==> src/rtl/ternary_pkg.sv <==
// Shared types and constants for the ternary matrix-vector multiply core:
// FSM state encoding, command opcodes, 2-bit weight codes and weight decode.
package ternary_pkg;

    typedef enum logic [1:0] {
        ST_IDLE,
        ST_LOAD,
        ST_MULT,
        ST_OUT
    } state_t;

    // Command opcodes carried in in_data[15:12] while idle
    localparam logic [3:0] CMD_LOAD = 4'hA;
    localparam logic [3:0] CMD_MULT = 4'h5;

    // 2-bit weight codes; the reserved code behaves as zero
    localparam logic [1:0] W_ZERO = 2'b00;
    localparam logic [1:0] W_POS  = 2'b01;
    localparam logic [1:0] W_RSV  = 2'b10;
    localparam logic [1:0] W_NEG  = 2'b11;

    // Activation width inside a 16-bit beat (two activations per beat)
    localparam int ACT_W  = 8;
    localparam int BEAT_W = 16;

    // Map a 2-bit weight code onto {-1, 0, +1}
    function automatic logic signed [1:0] ternary_decode(input logic [1:0] code);
        case (code)
            W_POS:   return 2'sb01;
            W_NEG:   return 2'sb11;
            default: return 2'sb00;
        endcase
    endfunction

endpackage

==> src/rtl/ternary_mac_lane.sv <==
// One output row of the ternary MVM: a signed accumulator updated by the
// sum of two ternary-weighted activations per beat.
module ternary_mac_lane
    import ternary_pkg::*;
#(
    parameter int ACC_W = 13
) (
    input  logic                    clk,
    input  logic                    rst,
    input  logic                    clear,
    input  logic                    en,
    input  logic [3:0]              w_pair,
    input  logic [BEAT_W-1:0]       x_pair,
    output logic signed [ACC_W-1:0] acc,
    output logic signed [ACC_W-1:0] acc_next
);

    // Sign-extend an activation and apply a ternary weight (no multiplier needed)
    function automatic logic signed [ACC_W-1:0] term(input logic [1:0] code,
                                                      input logic [ACT_W-1:0] x);
        logic signed [ACC_W-1:0] xe;
        xe = {{(ACC_W-ACT_W){x[ACT_W-1]}}, x};
        case (ternary_decode(code))
            2'sb01:  return xe;
            2'sb11:  return -xe;
            default: return '0;
        endcase
    endfunction

    // Bits [1:0] weight the upper activation byte (even index), [3:2] the lower byte
    assign acc_next = acc + term(w_pair[1:0], x_pair[15:8]) + term(w_pair[3:2], x_pair[7:0]);

    // Accumulate on each accepted beat; clear dominates enable
    always_ff @(posedge clk) begin
        // NOTE: sequential state uses non-blocking assignments so every flop samples pre-edge values.
        if (rst || clear) begin
            acc <= '0;
        end else if (en) begin
            acc <= acc_next;
        end
    end

endmodule

==> src/rtl/ternary_mvm_core.sv <==
// Ternary matrix-vector multiply core: loads a 2-bit-coded weight matrix,
// streams activation pairs through OUT_LEN parallel MAC lanes, then emits
// the result vector one element per cycle.
// Optional build macro TERNARY_MVM_SAT_EN: results saturate to the signed
// BIT_WIDTH range; otherwise the low BIT_WIDTH accumulator bits are emitted.
module ternary_mvm_core
    import ternary_pkg::*;
#(
    parameter int IN_LEN    = 16,
    parameter int OUT_LEN   = 8,
    parameter int BIT_WIDTH = 8
) (
    input  logic                 clk,
    input  logic                 rst,
    input  logic [15:0]          in_data,
    input  logic                 in_valid,
    input  logic                 abort,
    output logic [BIT_WIDTH-1:0] out_data,
    output logic                 out_valid,
    output logic                 busy,
    output logic                 weights_ok
);

    localparam int LOAD_BEATS = IN_LEN * OUT_LEN / 8;
    localparam int MULT_BEATS = IN_LEN / 2;
    localparam int MAX_BEATS  = (LOAD_BEATS > MULT_BEATS) ? LOAD_BEATS : MULT_BEATS;
    localparam int CNT_W      = $clog2(MAX_BEATS + 1);
    localparam int OI_W       = $clog2(OUT_LEN + 1);
    localparam int ACC_W      = BIT_WIDTH + $clog2(IN_LEN) + 1;
    localparam int W_BITS     = 2 * IN_LEN * OUT_LEN;

    state_t                  state;
    logic [CNT_W-1:0]        beat_cnt;
    logic [OI_W-1:0]         out_idx;
    logic [W_BITS-1:0]       weights;
    logic signed [ACC_W-1:0] acc      [OUT_LEN];
    logic signed [ACC_W-1:0] acc_next [OUT_LEN];
    logic signed [ACC_W-1:0] sel_acc;
    logic signed [ACC_W-1:0] sel_next;
    logic                    mult_start;
    logic                    lane_clear;
    logic                    lane_en;

    // Convert a full-width accumulator into an output element
    function automatic logic [BIT_WIDTH-1:0] to_result(input logic signed [ACC_W-1:0] a);
`ifdef TERNARY_MVM_SAT_EN
        logic signed [ACC_W-1:0] res_max;
        logic signed [ACC_W-1:0] res_min;
        res_max = {{(ACC_W-BIT_WIDTH+1){1'b0}}, {(BIT_WIDTH-1){1'b1}}};
        res_min = ~res_max;
        if (a > res_max)      return res_max[BIT_WIDTH-1:0];
        else if (a < res_min) return res_min[BIT_WIDTH-1:0];
        else                  return a[BIT_WIDTH-1:0];
`else
        return a[BIT_WIDTH-1:0];
`endif
    endfunction

    assign busy       = (state != ST_IDLE);
    assign mult_start = (state == ST_IDLE) && in_valid && (in_data[15:12] == CMD_MULT) && weights_ok;
    assign lane_clear = mult_start || abort;
    assign lane_en    = (state == ST_MULT) && in_valid;

    // Select the accumulator (and its next value) addressed by the output index
    always_comb begin
        // NOTE: combinational outputs get a default first so no path can infer a latch.
        sel_acc  = '0;
        sel_next = '0;
        for (int k = 0; k < OUT_LEN; k++) begin
            if (out_idx == OI_W'(k)) begin
                sel_acc  = acc[k];
                sel_next = acc_next[k];
            end
        end
    end

    for (genvar o = 0; o < OUT_LEN; o++) begin : g_lane
        logic [3:0] w_pair;

        // Pick this row's two weights that pair with the current activation beat
        always_comb begin
            w_pair = '0;
            for (int j = 0; j < MULT_BEATS; j++) begin
                if (beat_cnt == CNT_W'(j)) begin
                    w_pair = weights[2*(o*IN_LEN + 2*j) +: 4];
                end
            end
        end

        ternary_mac_lane #(
            .ACC_W (ACC_W)
        ) u_lane (
            .clk      (clk),
            .rst      (rst),
            .clear    (lane_clear),
            .en       (lane_en),
            .w_pair   (w_pair),
            .x_pair   (in_data),
            .acc      (acc[o]),
            .acc_next (acc_next[o])
        );
    end

    // Control FSM, weight store, beat/output counters and registered outputs
    always_ff @(posedge clk) begin
        if (rst) begin
            // NOTE: the weight store is plain flops and must reset, since a stale matrix would be visible after reset.
            state      <= ST_IDLE;
            beat_cnt   <= '0;
            out_idx    <= '0;
            weights    <= '0;
            weights_ok <= 1'b0;
            out_valid  <= 1'b0;
            out_data   <= '0;
        end else if (abort) begin
            state     <= ST_IDLE;
            beat_cnt  <= '0;
            out_idx   <= '0;
            out_valid <= 1'b0;
            out_data  <= '0;
        end else begin
            case (state)
                ST_IDLE: begin
                    if (in_valid && in_data[15:12] == CMD_LOAD) begin
                        state      <= ST_LOAD;
                        weights_ok <= 1'b0;
                        beat_cnt   <= '0;
                    end else if (mult_start) begin
                        state    <= ST_MULT;
                        beat_cnt <= '0;
                    end
                end
                ST_LOAD: begin
                    if (in_valid) begin
                        for (int k = 0; k < LOAD_BEATS; k++) begin
                            if (beat_cnt == CNT_W'(k)) begin
                                weights[BEAT_W*k +: BEAT_W] <= in_data;
                            end
                        end
                        if (beat_cnt == CNT_W'(LOAD_BEATS - 1)) begin
                            state      <= ST_IDLE;
                            weights_ok <= 1'b1;
                            beat_cnt   <= '0;
                        end else begin
                            beat_cnt <= beat_cnt + 1'b1;
                        end
                    end
                end
                ST_MULT: begin
                    if (in_valid) begin
                        if (beat_cnt == CNT_W'(MULT_BEATS - 1)) begin
                            // out_idx is 0 here, so sel_next is y[0] including this beat
                            state     <= ST_OUT;
                            beat_cnt  <= '0;
                            out_valid <= 1'b1;
                            out_data  <= to_result(sel_next);
                            out_idx   <= OI_W'(1);
                        end else begin
                            beat_cnt <= beat_cnt + 1'b1;
                        end
                    end
                end
                ST_OUT: begin
                    if (out_idx == OI_W'(OUT_LEN)) begin
                        state     <= ST_IDLE;
                        out_idx   <= '0;
                        out_valid <= 1'b0;
                        out_data  <= '0;
                    end else begin
                        out_data <= to_result(sel_acc);
                        out_idx  <= out_idx + 1'b1;
                    end
                end
                default: state <= ST_IDLE;
            endcase
        end
    end

endmodule

==> config.mk <==
export PLATFORM = sky130hd
export DESIGN_NAME = ternary_mvm_core
export DESIGN_NICKNAME = d
export VERILOG_FILES = /design/src/rtl/ternary_pkg.sv /design/src/rtl/ternary_mac_lane.sv /design/src/rtl/ternary_mvm_core.sv
export SDC_FILE = /design/constraint.sdc
export NUM_CORES = 1
export LEC_CHECK = 0
export ABC_AREA = 1
export CAP_MARGIN = 20
export CORE_ASPECT_RATIO = 1.4
export CORE_MARGIN = 2
export CORE_UTILIZATION = 55
export CTS_CLUSTER_SIZE = 24
export DETAILED_ROUTE_END_ITERATION = 12
export PLACE_DENSITY = 0.71
export SLEW_MARGIN = 20
export SYNTH_ARGS = -nofsm -noshare
export SYNTH_HDL_FRONTEND = slang
export SYNTH_SLANG_ARGS = --single-unit
==> constraint.sdc <==
create_clock -name clk -period 6.1 [get_ports clk]
set_clock_uncertainty 0.05 [all_clocks]
set_input_delay 1.22 -clock clk [delete_from_list [all_inputs] [get_ports clk]]
set_output_delay 1.22 -clock clk [all_outputs]
set_load 0.05 [all_outputs]
# Word-level counts from Yosys, hierarchy flattened
# Cells that the tools add are included.
# word_totals
ff_bits	381
latch_bits	0
ram_bits	0
rom_bits	0
input_bits	20
out_inout_bits	11
wordCells	329
n_memories	0
# classes
addsub	20
mul	0
div	0
order_cmp	0
n_eq_ne	99
n_shift	0
n_mux	143
bitwise	1
n_reduce_logical	36
# ops
cell	n
case mux 13 bit (2 select lines)	16
two-way mux 4 bit	67
adder 13 bit	16
two-way mux 8 bit	19
AND reduction 4 bit	18
equality test 2 bit, second input constant	34
equality test 2 x 1 -> 1 bit, second input constant	33
case mux 2 bit (2 select lines)	16
equality test 5 x 4 -> 1 bit, second input constant	8
two-way mux 5 bit	6
negation 8 -> 13 bit	2
equality test 4 x 3 -> 1 bit, second input constant	5
equality test 5 x 3 -> 1 bit, second input constant	4
case mux 8 bit (2 select lines)	1
case mux 5 bit (3 select lines)	1
two-way mux 2 bit	7
equality test 5 x 2 -> 1 bit, second input constant	2
equality test 4 x 2 -> 1 bit, second input constant	2
equality test 4 bit, second input constant	2
!= test 2 bit, second input constant	4
case mux 2 bit (4 select lines)	1
case mux 4 bit (2 select lines)	1
two-way mux 1 bit	6
AND reduction 6 bit	1
other kinds (18)	27

# Longest topological paths before layout
# Gate-level depths: netlist of run 1.
# logic_depth
depth_word	26
mapped_depth	46
mapped_depth_nobuf	45

# Cells and area by module
# Synthesis of run 1 repeated with hierarchy kept, for this count alone.
# hier_totals
cells_unflattened	4329
hier_area_um2	28583.7
# modules_own_cells
mod	instances	cells_per_inst	area_per_inst_um2	seq_area_each_um2
ternary_mvm_core	1	2105	13869.6	5545.3
ternary_mac_lane at g_lane[2].u_lane ...	4	278	1830.5	260.2
ternary_mac_lane at g_lane[0].u_lane ...	3	278	1846.8	260.2
ternary_mac_lane at g_lane[4].u_lane	1	278	1851.8	260.2

# Worst setup path before layout of run 1
# OpenSTA, ideal clock, no wires.
# synth_timing
path_type	in2reg
start	input in_data[1]
end	register out_data[7]
setup_time_ns	0.122
arrival_ns	5.225
required_time_ns	5.928
setup_slack_ns	0.703
stages	33
path_buffers	2
cell_sequence	clkbuf_1 -> clkinv_1 -> clkbuf_1 -> ha_1 -> inv_1 -> o22ai_1 -> inv_1 -> fa_1 -> inv_1 -> ha_1 -> fa_1 -> a21oi_1 -> nor2_1 -> nor2_1 -> o21ai_0 -> a21o_1 -> xor2_1 -> inv_1 -> nand3_1 -> nand2_1 -> nand3_1 -> nand3_1 -> nand2_1 -> inv_1 -> nand2_1 -> nand2_1 -> nand2_1 -> nand2_1 -> nand2_1 -> nand2_1 -> nand2_1 -> nand2_1 -> a21oi_2
# synth_via
elab_chain_len	14
elab_cells_between_ends	28
cone_classes	add/sub: 9; mux: 19
# synth_rtl
item	line_no	rtl
start, declared	ternary_mvm_core.sv:15	input logic [15:0] in_data,
negation 8 -> 13 bit	ternary_mac_lane.sv:25	2'sb11: return -xe;
case mux 13 bit (2 select lines)	ternary_mac_lane.sv:23	case (ternary_decode(code))
adder 13 bit	ternary_mac_lane.sv:31	assign acc_next = acc + term(w_pair[1:0], x_pair[15:8]) + term(w_pair[3:2], x_pair[7:0]);
two-way mux 8 bit (7 in series)	ternary_mvm_core.sv:70	if (out_idx == OI_W'(k)) begin
two-way mux 8 bit (*)	ternary_mvm_core.sv:70	
two-way mux 8 bit (*)	ternary_mvm_core.sv:151	if (beat_cnt == CNT_W'(MULT_BEATS - 1)) begin
two-way mux 8 bit (*)	ternary_mvm_core.sv:150	if (in_valid) begin
case mux 8 bit (2 select lines) (*)	ternary_mvm_core.sv:122	case (state)
end signal, assigned	ternary_mvm_core.sv:156	out_data <= to_result(sel_next);
end signal, assigned	ternary_mvm_core.sv:170	out_data <= to_result(sel_acc);
end, declared	ternary_mvm_core.sv:18	output logic [BIT_WIDTH-1:0] out_data,
# Every way passes the cells marked *; elsewhere a longest branch is shown, timed or not. The select of a mux whose other input is x is not followed.
# A chain may end at the register's enable or synchronous reset.

# Worst setup path after layout of run 1
# layout_timing
start	register beat_cnt[1]
end	register out_data[7]
# layout_via
elab_chain_len	26
elab_cells_between_ends	197
cone_classes	add/sub: 16; eq/ne: 72; mux: 107; reduce/logical: 2
# layout_rtl
item	line_no	rtl
start, declared	ternary_mvm_core.sv:33	logic [CNT_W-1:0] beat_cnt;
start signal, assigned	ternary_mvm_core.sv:145	beat_cnt <= beat_cnt + 1'b1;
start signal, assigned	ternary_mvm_core.sv:159	beat_cnt <= beat_cnt + 1'b1;
logical NOT 5 bit	ternary_mvm_core.sv:84	if (beat_cnt == CNT_W'(j)) begin
two-way mux 4 bit (8 in series)	ternary_mvm_core.sv:84	
equality test 2 bit or equality test 2 x 1 -> 1 bit (tied branches)	ternary_pkg.sv:28	case (code)
case mux 2 bit (2 select lines)	ternary_pkg.sv:28	
equality test 2 bit or equality test 2 x 1 -> 1 bit (tied branches)	ternary_mac_lane.sv:23	
case mux 13 bit (2 select lines)	ternary_mac_lane.sv:23	
adder 13 bit (2 in series)	ternary_mac_lane.sv:31	
two-way mux 8 bit (8 in series)	ternary_mvm_core.sv:70	
two-way mux 8 bit	ternary_mvm_core.sv:151	
two-way mux 8 bit	ternary_mvm_core.sv:150	
case mux 8 bit (2 select lines)	ternary_mvm_core.sv:122	
# Parallel ways exist; a longest one is shown, timed or not. The select of a mux whose other input is x is not followed.

==> flow_summary.toml, run 1 <==
[global_routing]
grt_max_degree = 218
overflow = 0
grt_pass1_vias = 20100
grt_pass1_wl_mm = 111.8
antenna_found_initial = 0
grt_usage_pct = 35.61

[placement]
gp_congestion = 1.024
portBuffers = 30
dpl.hpwl_mm = 51.24

[power_and_ir_drop]
seqPwrFrac_pct = 44.3
p_clk_share_pct = 47.0
finalPower_mw = 5.040
switching_share_pct = 25.78
leakage_nw = 10.09
p_sw_mw = 1.299
p_int_mw = 3.741
p_comb_share_pct = 8.7
vdd_drop_max_mv = 0.1936
powerDensity_nw_per_um2 = 209.3

[route]
wl_per_cell_microns = 20.12
ant_nets = 0
vias_per_cell = 5.809
drc_errors = 0
drtIter0Drc = 2188
first_pass_iters = 6
wl_mm = 72.81
num_vias = 21020

[clock_network]
clkSlewWorstSetupHoldPaths_ns = 0.06
cts.sinks = 341
cts_tree = "done"
cts_buffer_depth = 3
holdBufCountCts = 0
cts_max_level = 2
insertion_delay_ns = 0.54
cts_root_buffer = "clkbuf_16"
cts_buffers = 37

[logic_synthesis]
syn_inst = 3057
yosys.area.top_type_share_pct = 31.83
async_flop_share_pct = 0
syn_nets = 3207
synthMostInstantiatedCell = "nand2_1"
synth_ff_type = "dfxtp_1"
synth_cell_types = 56
synth_area_leaders = "dfxtp_1 32%, nand2_1 8.7%, inv_1 8.6%"
synthTopCellsByCount = "496 x nand2_1, 493 x inv_1, 359 x nor2_1"
avgSynthCellArea_sq_um = 7.016
ys_warn_count = 0
synth_edf_count = 0
syn_area_sq_um = 21450
yosys.area.top_type = "dfxtp_1"
ys_ff_latch = 341
seq_area_frac_synth_pct = 31.83

[critical_path]
reg2reg_slack_ns = 0.29
slowest_delay_ns = 0.45
crit_top_cell = "nand2_1"
startpoint_type = "flip-flop"
ff2ff_path_depth = 33
critPathSlowestCell = "fa_1"
end_kind = "flip-flop"
crit_required_ns = 6.53
critPathKind = "flip-flop to flip-flop"
cp.arrival_ns = 6.24
worstPathMaxFanout = 14

[floorplan]
die_area_sq_um = 40610
die-height_microns = 237.7
rows = 85
initial_core_util_pct = 55.71
core-area_sq_um = 38500
ios = 31
dieWidth_microns = 170.9

[timing]
finalSetupViolCount = 0
fmax_ghz = 0.1721
timing.final.max_slew_violations = 0
finalHoldViolations = 0
fin_hold_ws_ns = 0.4055
fin_crit_sh_pct = 95.27
timing.slew.headroom_pct = 25.15
worst_pin_slew_ns = 1.123
min_period_ns = 5.811

[layout]
nNetsFinal = 3219
syn2layout_area_growth_pct = 12.27
diodes = 0
drive_gt1_share_pct = 8.944

[min_path]
hp-class = "flip-flop to flip-flop"
hold_depth = 2

[run]
cap_violations = 0

[status]
outcome = "completed"
-- layout make-up --
cell class | instances | area (sq um)
clock inverters | 13 | 180.2
flip-flops and latches | 341 | 6827
fillers | 3555 | 14420
well taps | 522 | 653.1
multi-input cells | 2013 | 12090
repair buffers | 161 | 1325
clock buffers | 54 | 1070
inverters | 515 | 1938
-- critical path, delay by kind of cell, from the launching register on --
family / cells / cell delay (ns)
xor+xnor: 1 / 0.23
buf+inv: 7 / 0.77
flops: 1 / 0.34
fa+ha+maj: 4 / 1.33
compound gates: 10 / 1.74
simple gates: 11 / 1.31
-- cells in the final DEF (no fill, tap or decap), types with 8 or more instances in the layout --
| cell type | count |
|---|---|
| clkdlybuf4s50_1 | 29 |
| fa_1 | 64 |
| inv_2 | 9 |
| clkbuf_8 | 9 |
| clkbuf_1 | 9 |
| a31oi_1 | 10 |
| nand3_1 | 132 |
| nor2_2 | 8 |
| buf_4 | 128 |
| o22ai_1 | 96 |
| o2111ai_1 | 9 |
| o21ai_0 | 142 |
| ha_1 | 65 |
| clkinv_1 | 13 |
| a211oi_1 | 241 |
| nand2_2 | 17 |
| xnor2_1 | 8 |
| dfxtp_1 | 341 |
| o21ai_1 | 8 |
| o221ai_1 | 18 |
| nand4_1 | 50 |
| or2_2 | 8 |
| nand2_1 | 481 |
| o211ai_1 | 25 |
| nor2_1 | 347 |
| clkbuf_16 | 37 |
| xor2_1 | 43 |
| inv_1 | 491 |
| a21oi_1 | 146 |
| nor2_4 | 15 |
-- cells by family (layout without fill, tap and decap cells) --
| logic type | after synthesis | in the layout | share of synthesized area, % |
|---|---|---|---|
| simple gates | 1094 | 1094 | 21.44 |
| fa+ha+maj | 130 | 130 | 9.824 |
| buf+inv | 703 | 743 | 12.76 |
| flops | 341 | 341 | 31.83 |
| compound gates | 737 | 737 | 22.02 |
| xor+xnor | 52 | 52 | 2.123 |
-- repair_timing --
action                                  CTS  global route
buffers inserted                          0             8
endpoints found under the setup margin    0             5
resized for setup                         0            39
-- power groups by stage --
| stage | sequential, mW | combinational, mW | clock (mW) |
|---|---|---|---|
| final | 2.24 | 0.436 | 2.37 |
| after global routing | 2.23 | 0.453 | 2.49 |
| after CTS | 2.24 | 0.415 | 2.40 |
| after detailed placement | 2.29 | 0.412 | 0 |
| after global placement | 2.28 | 0.409 | 0 |
| after floorplan | 2.29 | 0.222 | 0 |
-- flip-flops by register name, indices dropped and copies added (netlist names) --
name               cells
weights              256
state                  2
out_idx                4
weights_ok             1
g_lane.u_lane.acc     64
beat_cnt               5
out_valid              1
out_data               8
-- path summary, 6_finish.rpt --
check,start,to
worst max-delay path,beat_cnt[1],out_data[7]
worst min-delay path,weights[148],weights[148]
worst min register to register,weights[148],weights[148]
worst max register to register,beat_cnt[1],out_data[7]
-- routing by layer --
metal / GRT usage (%) / wire length, microns
met1: 42.94 / 28200
met2: 58.83 / 34040
met3: 4.629 / 4848
met4: 24.32 / 5721
met5: 0 / 0
-- through the flow --
stage	TNS, ns	setup slack (ns)	cells	instance area, sq um	util [%]
after floorplan	0	0.7028	3057	21450	-
after global placement	0	0.04125	3544	22590	58.67
after detailed placement	0	0.03193	3544	22600	58.71
after CTS	0	0.05197	3611	23850	61.96
after global routing	-0.02882	-0.02882	3619	24080	62.54
final	0	0.2886	3619	24080	62.54
No activity file was read; power rests on OpenSTA's default activity.
==> inputs of run 2 (changes only) <==
--- a/config.mk
+++ b/config.mk
@@ -8,11 +8,10 @@
 export ABC_AREA = 1
 export CAP_MARGIN = 20
 export CORE_ASPECT_RATIO = 1.4
-export CORE_MARGIN = 2
-export CORE_UTILIZATION = 55
+export CORE_MARGIN = 1
+export CORE_UTILIZATION = 37
 export CTS_CLUSTER_SIZE = 24
 export DETAILED_ROUTE_END_ITERATION = 12
-export PLACE_DENSITY = 0.71
 export SLEW_MARGIN = 20
 export SYNTH_ARGS = -nofsm -noshare
 export SYNTH_HDL_FRONTEND = slang
==> run 2 against run 1 <==
Compared with the run above: register-to-register slack better by 0.08 ns; non-clock buffer count up 18; highest routed layer unchanged; routed wire length up 2.8%; critical path depth up 1; global-route usage down 10 points.
==> flow_summary.toml, run 2 (same netlist as run 1, synthesis figures left out) <==
[critical_path]
r2r-start = "beat_cnt[1]"
path_depth = 34
slowest_delay_ns = 0.46
reg2reg_slack_ns = 0.37
critPathSlowestCell = "fa_1"
critPathKind = "flip-flop to flip-flop"
startpoint_type = "flip-flop"
cp-endpoint = "out_data[7]"
critPathLaunch = "beat_cnt[1]"
end_kind = "flip-flop"
cp.arrival_ns = 6.17
crit_required_ns = 6.54
crit_top_cell = "nand2_1"
path_delay_family = "compound AO/OA/AOI/OAI gates"
ff2ff_path_depth = 34
r2r-end = "out_data[7]"
worst-path-buf-inv = 8
worstPathMaxFanout = 16

[power_and_ir_drop]
vdd_drop_max_mv = 0.1409
p_clk_share_pct = 46.2
seqPwrFrac_pct = 44.9
p_sw_mw = 1.305
powerDensity_nw_per_um2 = 204.8
switching_share_pct = 26.20
p_int_mw = 3.675
leakage_nw = 10.11
p_comb_share_pct = 8.9

[timing]
tns_ns = 0
fin_crit_sh_pct = 93.92
fin_hold_ws_ns = 0.4037
finalSetupViolCount = 0
finalHoldViolations = 0
worst_pin_slew_ns = 1.106
timing.slew.headroom_pct = 26.24
fmax_ghz = 0.1745
timing.final.max_slew_violations = 0
setup_slack_ns = 0.3706
min_period_ns = 5.729

[floorplan]
die_area_sq_um = 58950
ios = 31
initial_core_util_pct = 37.38
dieWidth_microns = 205.5
rows = 104
core-area_sq_um = 57390
die-height_microns = 286.9

[layout]
top_register = "weights"
post-route-util_pct = 42.36
reg_top3 = "weights x256, g_lane.u_lane.acc x64, out_data x8"
final_cell_mix = "493 x inv_1, 493 x nand2_1, 350 x nor2_1, 341 x dfxtp_1, 241 x a211oi_1"
drive_gt1_share_pct = 8.424
final_cells = 3852
nNetsFinal = 3237
diodes = 0
largest_register_ffs = 256
fillers = 5911
syn2layout_area_growth_pct = 13.34

[route]
num_vias = 20460
drtIter0Drc = 1572
wl_mm = 74.84
ant_nets = 0
wl_per_cell_microns = 19.43
drc_errors = 0
vias_per_cell = 5.313
first_pass_iters = 8

[run]
cap_violations = 0

[placement]
dp_slack_ns = 0.1262
portBuffers = 30
post-place-cells = 3783
dpl.hpwl_mm = 53.94
gp_congestion = 0.9293

[clock_network]
insertion_delay_ns = 0.55
cts_root_buffer = "clkbuf_16"
cts.sinks = 341
cts_max_level = 2
cts_buffer_depth = 3
cts_tree = "done"
cts_buffers = 37
clkSlewWorstSetupHoldPaths_ns = 0.07

[global_routing]
antenna_found_initial = 0
grt_pass1_vias = 19080
grt_max_degree = 186
grt_usage_pct = 25.13
overflow = 0
grt_pass1_wl_mm = 113.6

[status]
outcome = "completed"

[min_path]
hp-class = "flip-flop to flip-flop"
hold_depth = 2
## run 2: layer usage
metal / track usage, % / share of wire (%)
met3: 2.302 / 4.3
met2: 43.80 / 49
met1: 30.06 / 41
met5: 0 / 0
met4: 13.98 / 6.2
## run 2: timing repair
action | CTS | global route
resized for setup | 0 | 14
setup buffers | 0 | 7
hold buffers | 0 | 0
endpoints found under the hold margin | 0 | 0
setup endpoints to repair | 0 | 4
## run 2: worst min-delay path by stage
stage / startpoint / endpoint / slack (ns)
after global placement: weights[149] / weights[149] / 0.39
after CTS: weights[149] / weights[149] / 0.40
after floorplan: weights[149] / weights[149] / 0.38
final: weights[149] / weights[149] / 0.40
after global routing: weights[141] / weights[141] / 0.42
after detailed placement: weights[179] / weights[179] / 0.39
## run 2: metrics by stage
step	total power [mW]	cell area [sq um]
finish	4.979	24310
global route	5.109	24310
CTS	5.005	24180
detailed placement	2.715	23000
global placement	2.716	22960
floorplan	2.509	21450
## run 2: layout make-up
type	instances	area, sq um	area share (%)
tap	742	928.4	3.819
inverter	515	1938	7.973
timing repair buffer	179	1463	6.017
multi-input combinational	2013	11980	49.26
sequential	341	6827	28.08
clock buffer	54	1050	4.318
clock inverter	8	128.9	0.5301
## run 2: worst register-to-register path: cells and delay by family, from the launching register on
| family | cells | cell delay (ns) |
|---|---|---|
| XOR/XNOR | 1 | 0.21 |
| adder cells (fa/ha/maj) | 4 | 1.28 |
| AO/OA/AOI/OAI | 10 | 1.82 |
| buffers and inverters | 8 | 0.89 |
| AND/OR/NAND/NOR | 11 | 1.08 |
| flip-flops | 1 | 0.34 |
## run 2: power by group through the flow
stage,clock network [mW],logic (mW),registers (mW)
3_5_place_dp,0,0.430,2.29
2_1_floorplan,0,0.222,2.29
3_3_place_gp,0,0.431,2.29
5_1_grt,2.41,0.465,2.23
4_1_cts,2.34,0.432,2.23
6_report,2.30,0.446,2.24
==> inputs of run 3 (changes only) <==
--- a/config.mk
+++ b/config.mk
@@ -12,6 +12,7 @@
 export CORE_UTILIZATION = 37
 export CTS_CLUSTER_SIZE = 24
 export DETAILED_ROUTE_END_ITERATION = 12
+export DONT_BUFFER_PORTS = 1
 export SLEW_MARGIN = 20
 export SYNTH_ARGS = -nofsm -noshare
 export SYNTH_HDL_FRONTEND = slang
==> run 3 against run 2 <==
Compared with the run above: worst hold slack improved by 0.0028 ns; combinational power fell by 25%; first-iteration DRC count rose by 4.7%; routed wire length fell by 1.4%; power fell by 1.7%; maximum frequency rose by 0.30%; clock power barely moved; sequential power barely moved; flip-flop and latch count did not move; final cell count fell by 2.4%; global-route usage barely moved; die area did not move.
==> flow_summary.toml, run 3 (same netlist as run 1, synthesis figures left out) <==
[global_routing]
grt_usage_pct = 25.09
busiest_layer = "met2"
use_met2_pct = 42.63
grt_pass1_vias = 19290
grt_max_degree = 259
antenna_found_initial = 0
overflow = 0
grt_pass1_wl_mm = 113.0
grt_util_met3_pct = 3.696
grt_use_met1_pct = 29.54

[timing]
timing.slew.headroom_pct = 28.92
finalHoldViolations = 0
fin_crit_sh_pct = 93.64
fmax_ghz = 0.1751
min_period_ns = 5.712
finalSetupViolCount = 0
worst_pin_slew_ns = 1.065
tns_ns = 0
setup_slack_ns = 0.3880
timing.final.max_slew_violations = 0

[clock_network]
clkSlewWorstSetupHoldPaths_ns = 0.06
cts_buffer_depth = 3
holdBufCountCts = 0
cts.sinks = 341
cts_tree = "done"
insertion_delay_ns = 0.56
cts_buffers = 38
cts_max_level = 2
cts_root_buffer = "clkbuf_16"

[floorplan]
die_area_sq_um = 58950
die-height_microns = 286.9
core-area_sq_um = 57390
ios = 31
initial_core_util_pct = 37.38
dieWidth_microns = 205.5
rows = 104

[placement]
place_area_sq_um = 22190
dpl.hpwl_mm = 52.11
dp_slack_ns = 0.3049
gp_congestion = 0.9316
portBuffers = 0

[critical_path]
r2r-start = "beat_cnt[1]"
critPathSlowestCell = "fa_1"
reg2reg_slack_ns = 0.39
crit_top_cell = "nand2_1"
critPathKind = "flip-flop to flip-flop"
cp.arrival_ns = 6.10
ff2ff_path_depth = 41
r2r-end = "out_data[7]"
slowest_delay_ns = 0.52
end_kind = "flip-flop"
startpoint_type = "flip-flop"
crit_required_ns = 6.49
worstPathMaxFanout = 7

[layout]
post-route-util_pct = 40.99
reg_top3 = "weights x256, g_lane.u_lane.acc x64, out_data x8"
multi_input_area_sq_um = 11960
nNetsFinal = 3139
diodes = 0
largest_register_ffs = 256
syn2layout_area_growth_pct = 9.666
final_cell_mix = "492 x inv_1, 492 x nand2_1, 349 x nor2_1, 340 x dfxtp_1, 241 x a211oi_1"
fillers = 6015
drive_gt1_share_pct = 6.795
regArea_sq_um = 6828
fin_area_sq_um = 23520
top_register = "weights"

[power_and_ir_drop]
p_int_mw = 3.634
switching_share_pct = 25.74
p_comb_share_pct = 6.8
p_sw_mw = 1.260
powerDensity_nw_per_um2 = 208.0
finalPower_mw = 4.893
p_clk_share_pct = 47.4
leakage_nw = 9.680
seqPwrFrac_pct = 45.7
vdd_drop_max_mv = 0.2029

[route]
ant_nets = 0
wl_per_cell_microns = 19.63
num_vias = 20090
drc_errors = 0
wl_mm = 73.78
drtIter0Drc = 1646
vias_per_cell = 5.346
first_pass_iters = 6

[run]
cap_violations = 0

[min_path]
hold_depth = 2
hp-class = "flip-flop to flip-flop"
worstHoldStart = "weights[154]"
whs_endpoint = "weights[154]"

[status]
outcome = "completed"
==> run 3: metrics by stage <==
stage / hold slack (ns) / std cells
after floorplan: 0.3806 / 3057
after global placement: 0.3888 / 3685
after detailed placement: 0.3918 / 3685
after CTS: 0.4035 / 3753
after global routing: 0.4206 / 3759
final: 0.4065 / 3759
==> run 3: routing by layer <==
layer | part of all wire (%) | vias up
met5 | 0 | -
met4 | 6.7 | 0
met3 | 5.5 | 253
met2 | 48 | 664
met1 | 40 | 9168
li1 | - | 10010
==> run 3: timing repair <==
action	in CTS	in global routing
endpoints found under the hold margin	0	0
gates resized for setup	0	14
endpoints found under the setup margin	0	3
buffers inserted	0	6
==> run 3: critical path: cells and delay by family, from the launching register on <==
kind / cells / cell delay (ns)
compound gates: 4 / 0.51
fa+ha+maj: 4 / 1.43
buf+inv: 8 / 0.80
flops: 1 / 0.34
simple gates: 25 / 2.46
==> run 3: power groups by stage <==
| stage | Combinational, mW | Clock [mW] | Sequential [mW] |
|---|---|---|---|
| after CTS | 0.320 | 2.37 | 2.24 |
| after global placement | 0.319 | 0 | 2.29 |
| final | 0.334 | 2.32 | 2.24 |
| after floorplan | 0.222 | 0 | 2.29 |
| after global routing | 0.352 | 2.45 | 2.24 |
| after detailed placement | 0.319 | 0 | 2.29 |
==> run 3: worst max-delay path by stage <==
| stage | startpoint | endpoint | slack, ns | depth (start not counted) |
|---|---|---|---|---|
| finish | beat_cnt[1] | out_data[7] | 0.39 | 41 |
| global route | beat_cnt[1] | out_data[7] | -0.04 | 45 |
| CTS | beat_cnt[1] | out_data[7] | 0.29 | 39 |
| detailed placement | beat_cnt[1] | out_data[7] | 0.30 | 39 |
| global placement | beat_cnt[1] | out_data[7] | 0.38 | 39 |
| floorplan | in_data[1] | out_data[7] | 0.70 | 33 |
==> run 3: cell type report <==
cell class | instances | area share (%)
timing repair buffer | 80 | 2.729
clock inverter | 12 | 0.5160
sequential | 341 | 29.03
clock buffer | 56 | 4.718
tap | 742 | 3.947
multi-input combinational | 2013 | 50.83
inverter | 515 | 8.229
